`config.mk`:
```
export PLATFORM = sky130hd
export DESIGN_NAME = wb_arbiter
export DESIGN_NICKNAME = d
export VERILOG_FILES = /design/src/rtl/wb_arbiter.sv
export SDC_FILE = /design/constraint.sdc
export NUM_CORES = 1
export LEC_CHECK = 0
export CORE_ASPECT_RATIO = 1.2
export CORE_MARGIN = 1.5
export CORE_UTILIZATION = 28
export CTS_CLUSTER_SIZE = 16
export DETAILED_ROUTE_END_ITERATION = 7
export MAX_ROUTING_LAYER = met4
export PLACE_DENSITY = 0.83
export SYNTH_ARGS = -nofsm -noshare
export SYNTH_HDL_FRONTEND = slang
export SYNTH_SLANG_ARGS = --single-unit
```
`constraint.sdc`:
```
create_clock -name clk -period 1.9 [get_ports clk]
set_clock_uncertainty 0.1 [all_clocks]
set_input_delay 0.38 -clock clk [delete_from_list [all_inputs] [get_ports clk]]
set_output_delay 0.38 -clock clk [all_outputs]
set_load 0.1 [all_outputs]
```
`src/rtl/wb_arbiter.sv`:
```
// wb_arbiter: two-master round-robin arbiter for the global Wishbone bus.
// Master 0 is the hostbus gateway and master 1 is a second on-chip master.
// A grant is held for a whole bus cycle. There is always at least one idle
// clock between two grants. A watchdog ends stalled strobes with a one-cycle
// error pulse to the owning master, and the grant is kept after the error.
module wb_arbiter #(
    parameter int DATA_WIDTH = 16,
    parameter int ADDR_WIDTH = 16,
    parameter int TIMEOUT    = 255,
    parameter int TO_WIDTH   = 8
) (
    input  logic                  clk,
    input  logic                  rst,

    input  logic                  cycle0,
    input  logic                  strobe0,
    input  logic                  write0,
    input  logic [ADDR_WIDTH-1:0] addr0,
    input  logic [DATA_WIDTH-1:0] wrData0,
    output logic [DATA_WIDTH-1:0] rdData0,
    output logic                  ack0,
    output logic                  err0,
    output logic                  gnt0,

    input  logic                  cycle1,
    input  logic                  strobe1,
    input  logic                  write1,
    input  logic [ADDR_WIDTH-1:0] addr1,
    input  logic [DATA_WIDTH-1:0] wrData1,
    output logic [DATA_WIDTH-1:0] rdData1,
    output logic                  ack1,
    output logic                  err1,
    output logic                  gnt1,

    output logic                  glob_cycle,
    output logic                  glob_strobe,
    output logic                  glob_write,
    output logic [ADDR_WIDTH-1:0] glob_addr,
    output logic [DATA_WIDTH-1:0] glob_wrData,
    input  logic [DATA_WIDTH-1:0] glob_rdData,
    input  logic                  slv_ack
);

    localparam logic [1:0] IDLE = 2'd0;
    localparam logic [1:0] GNT0 = 2'd1;
    localparam logic [1:0] GNT1 = 2'd2;

    // Count value at which a stalled strobe is terminated on the next edge.
    localparam logic [TO_WIDTH-1:0] WD_LIMIT = TO_WIDTH'(TIMEOUT - 1);

    logic [1:0]          state;
    logic [1:0]          state_next;
    logic                last;
    logic                last_next;
    logic [TO_WIDTH-1:0] wd;
    logic                wd_run;
    logic                wd_hit;

    // Arbitration: grants are issued only from IDLE, and a tie goes to the
    // master that was not served last.
    always_comb begin
        state_next = state;
        last_next  = last;
        case (state)
            IDLE: begin
                if (cycle0 && (!cycle1 || last)) begin
                    state_next = GNT0;
                    last_next  = 1'b0;
                end else if (cycle1) begin
                    state_next = GNT1;
                    last_next  = 1'b1;
                end
            end
            GNT0: begin
                if (!cycle0) begin
                    state_next = IDLE;
                end
            end
            GNT1: begin
                if (!cycle1) begin
                    state_next = IDLE;
                end
            end
            default: begin
                state_next = IDLE;
            end
        endcase
    end

    // State and last-served registers. last resets to 1 so master 0 wins the first tie.
    always_ff @(posedge clk) begin
        if (rst) begin
            state <= IDLE;
            last  <= 1'b1;
        end else begin
            state <= state_next;
            last  <= last_next;
        end
    end

    assign gnt0 = (state == GNT0);
    assign gnt1 = (state == GNT1);

    // Downstream mux: the owner's request drives the bus, and IDLE drives all zeros.
    always_comb begin
        glob_cycle  = 1'b0;
        glob_strobe = 1'b0;
        glob_write  = 1'b0;
        glob_addr   = '0;
        glob_wrData = '0;
        if (gnt0) begin
            glob_cycle  = cycle0;
            glob_strobe = strobe0;
            glob_write  = write0;
            glob_addr   = addr0;
            glob_wrData = wrData0;
        end else if (gnt1) begin
            glob_cycle  = cycle1;
            glob_strobe = strobe1;
            glob_write  = write1;
            glob_addr   = addr1;
            glob_wrData = wrData1;
        end
    end

    // Response routing: only the owning master sees ack and read data.
    always_comb begin
        ack0    = slv_ack & gnt0 & strobe0;
        ack1    = slv_ack & gnt1 & strobe1;
        rdData0 = gnt0 ? glob_rdData : '0;
        rdData1 = gnt1 ? glob_rdData : '0;
    end

    // The watchdog counts only while a granted strobe waits without an ack.
    // An ack in the limit cycle stops the error from firing.
    assign wd_run = (gnt0 | gnt1) & glob_strobe & ~slv_ack;
    assign wd_hit = (wd == WD_LIMIT);

    // Watchdog counter and one-cycle error pulse to the current owner.
    always_ff @(posedge clk) begin
        if (rst) begin
            wd   <= '0;
            err0 <= 1'b0;
            err1 <= 1'b0;
        end else begin
            err0 <= 1'b0;
            err1 <= 1'b0;
            if (!wd_run) begin
                wd <= '0;
            end else if (wd_hit) begin
                wd   <= '0;
                err0 <= gnt0;
                err1 <= gnt1;
            end else if (wd != '1) begin
                wd <= wd + TO_WIDTH'(1);
            end
        end
    end

endmodule

```
==> metrics.yaml, run 1 <==
synth_area_sq_mm: 0.00142
fp.dieH_microns: 80.9
outcome: "stopped before the end"
cts_buffer_depth: 2
synthTopCellsByArea: "dfxtp_1, nand2_1, and2_1"
ys_seq_area_frac: 0.184
synthFlopType: "dfxtp_1"
yosys-top-cells-count: "nand2_1, o21ai_0, and2_1, clkbuf_1, dfxtp_1"
ys_types: 36
syn_area_per_cell_sq_um: 6.39
place_congestion: 0.782
portBuffers: 161
ys_warn_count: 0
synth_top_area_frac: 0.184
synth_seq_cells: 13
htreeDepth: 1
rows: 28
synth-edff-count: 0
cts_sinks: 13
yosysMostFrequentCell: "nand2_1"
post_cts_resized: 36
error_line: "[ERROR DPL-0033] detailed placement checks failed during check placement."
cts_root_buffer: "clkbuf_8"
postSynthCellCount: 222
ys_async_sr_fraction: 0
die_w_microns: 68.0
stop_stage: "clock tree synthesis"
yosys.area.top_type: "dfxtp_1"
cts_hold_buf: 0
cts-buffers-inserted: 3
initial_core_util: 0.289
cts_setup_buffers: 14
ios: 162
hpwl_microns: 6990
syn-num-nets: 316
[cells by family after synthesis]
| kind of cell | share of synthesized area |
|---|---|
| AO/OA/AOI/OAI | 0.255 |
| XOR/XNOR | 0.00618 |
| adder cells (fa/ha/maj) | 0.0441 |
| buffers and inverters | 0.0671 |
| flip-flops | 0.184 |
| AND/OR/NAND/NOR | 0.444 |
[through the flow]
step / cells / hold slack, ps / setup WS, ps / cell area (sq um)
after floorplan: 222 / 342 / -383 / 2000
after global placement: 438 / 399 / -70.7 / 4400
after detailed placement: 438 / 462 / -131 / 4400
==> run 2, diff against run 1 <==
CORE_ASPECT_RATIO = not set   (was 1.2)
CORE_UTILIZATION = 20   (was 28)
CTS_CLUSTER_SIZE = not set   (was 16)
MAX_ROUTING_LAYER = not set   (was met4)
PLACE_DENSITY = not set   (was 0.83)
PLACE_DENSITY_LB_ADDON = 0.15   (was not set)
==> run 2 against run 1 <==
  * The flow now finishes, with violations (setup timing)
  * Synthesized cell count unchanged
  * Area after synthesis unchanged
==> metrics.yaml, run 2 <==
synthFlopType: "dfxtp_1"
maxCapViolCount: 0
yosysMostFrequentCell: "nand2_1"
drc: 0
synth_seq_cells: 13
synth_top_area_frac: 0.184
leakage_nw: 1.92
path_cells: "inv_2, ha_4, buf_12, buf_16, a22o_4, buf_12"
hpwl_microns: 6280
post_drt_via_cell_ratio: 4.62
die_area_sq_mm: 0.00760
cts_buffer_depth: 2
cts_root_buffer: "clkbuf_8"
cts-buffers-inserted: 3
layout_commonest_cell: "clkdlybuf4s50_1"
ys_types: 36
holdWs_ps: 430
initial_core_util: 0.208
power_density_mw_per_mm2: 586
cts_tree: "built"
hold_violations: 0
crit_type: "flop to output port"
finalCritPeriodShare: 1.06
path_clk_slew_ps: 50
cp_common_cell: "buf_12"
grt_max_degree: 23
rows: 30
power_mw: 2.92
largest_reg_flops: 8
crit_arrival_ps: 1540
min_path_type: "flop to flop"
grtUsageTotal: 0.211
clk_latency_ps: 250
mostFrequentLayoutCells: "clkdlybuf4s50_1, buf_12, nand2_1"
reg_top3: "wd x8, state x2"
antenna_found_initial: 0
outcome: "finished, violations left"
postPlaceCellArea_sq_mm: 0.00444
syn_area_per_cell_sq_um: 6.39
critPathSlowestCell: "dfxtp_2"
syn-num-nets: 316
setup_viol: 58
die_w_microns: 87.2
drt_wl_total_microns: 8200
ant_nets: 0
ys_seq_area_frac: 0.184
drive_gt1_frac: 0.536
layout_setup_ws_ps: -123
stdcell_area_sq_mm: 0.00499
grt_pass1_wl_microns: 12400
crit_fanout: 7
regMostFlops: "wd"
drt_iter0_drc: 52
synthToLayoutAreaGrowth_pct: 252
violations: "setup timing"
portBuffers: 161
synth_area_sq_mm: 0.00142
overflow: 0
required_ps: 1420
dp.cells: 475
place_congestion: 0.780
crit_family: "buffers and inverters"
fmax_mhz: 494
synth-edff-count: 0
vias: 2324
final_cells: 503
diodes: 0
fp.dieH_microns: 87.2
yosys.area.top_type: "dfxtp_1"
htreeDepth: 1
ys_async_sr_fraction: 0
endpoint_kind: "output port"
path_buf_inv: 4
core_region_area_sq_mm: 0.00683
synthTopCellsByArea: "dfxtp_1, nand2_1, and2_1"
rsz0062_at_grt: "true"
firstDrtPassIters: 4
cts_sinks: 13
startpoint_type: "flop"
ios: 162
tightest_slew_ps: 597
period_minus_slack_ps: 2020
irDropWorstVdd_uv: 393
ys_warn_count: 0
wl_per_cell_microns: 16.3
relSlewSlack: 0.602
yosys-top-cells-count: "nand2_1, o21ai_0, and2_1, clkbuf_1, dfxtp_1"
maxSlewViolCount: 0
slowest_delay_ps: 340
postSynthCellCount: 222
grt_pass1_vias: 2256
layout.nets: 502
-- run 2: final cells by class --
class / instances / area, sq um
clock buffers: 4 / 45.0
fillers: 486 / 1840
inverters: 9 / 36.3
multi-input cells: 185 / 1660
flip-flops and latches: 13 / 265
well taps: 96 / 120
repair buffers: 196 / 2860
-- run 2: tightest hold or removal path, stage by stage (launching register included) --
cell	delay, ps
dfxtp_4	360
o21ai_0	70
a21oi_1	60
-- run 2: cells by family (layout without fill, tap and decap cells) --
logic type / count (synthesis) / in the layout / share of synthesized area
AO/OA/AOI/OAI: 57 / 57 / 0.255
XOR/XNOR: 1 / 1 / 0.00618
adder cells (fa/ha/maj): 5 / 5 / 0.0441
buffers and inverters: 24 / 209 / 0.0671
flip-flops: 13 / 13 / 0.184
AND/OR/NAND/NOR: 122 / 122 / 0.444
-- run 2: repair_timing --
action | CTS | global route
setup buffers | 13 | 6
gates cloned | 4 | 3
endpoints found under the setup margin | 63 | 75
resized for setup | 40 | 24
pin swaps | 16 | 12
hold buffers | 0 | 0
-- run 2: worst paths after layout --
| kind | cells after the start | endpoint | startpoint | slack (ps) |
|---|---|---|---|---|
| max reg2reg | 8 | wd[7] | state[1] | -70 |
| max | 6 | glob_write | state[1] | -120 |
| min reg2reg | 2 | state[0] | state[0] | 430 |
| min | 2 | state[0] | state[0] | 430 |
-- run 2: power breakdown --
group / internal, mW / switching (mW)
Sequential: 0.281 / 0.00757
Combinational: 0.997 / 1.39
Clock: 0.148 / 0.105
Total: 1.43 / 1.50
-- run 2: metrics by stage --
step	util	TNS, ps	worst slack, ps
after floorplan	-	-15170	-383
after global placement	0.649	-342	-76.5
after detailed placement	0.649	-709	-147
after CTS	0.710	-4570	-142
after global routing	0.731	-7200	-173
final	0.731	-3560	-123
-- run 2: metal layers --
layer | GRT usage | share of wire | vias up
li1 | - | - | 1140
met1 | 0.237 | 0.37 | 1078
met2 | 0.393 | 0.53 | 91
met3 | 0.0370 | 0.071 | 15
met4 | 0.0794 | 0.028 | 0
met5 | 0 | 0 | -
Power figures use the tool's default switching activity.
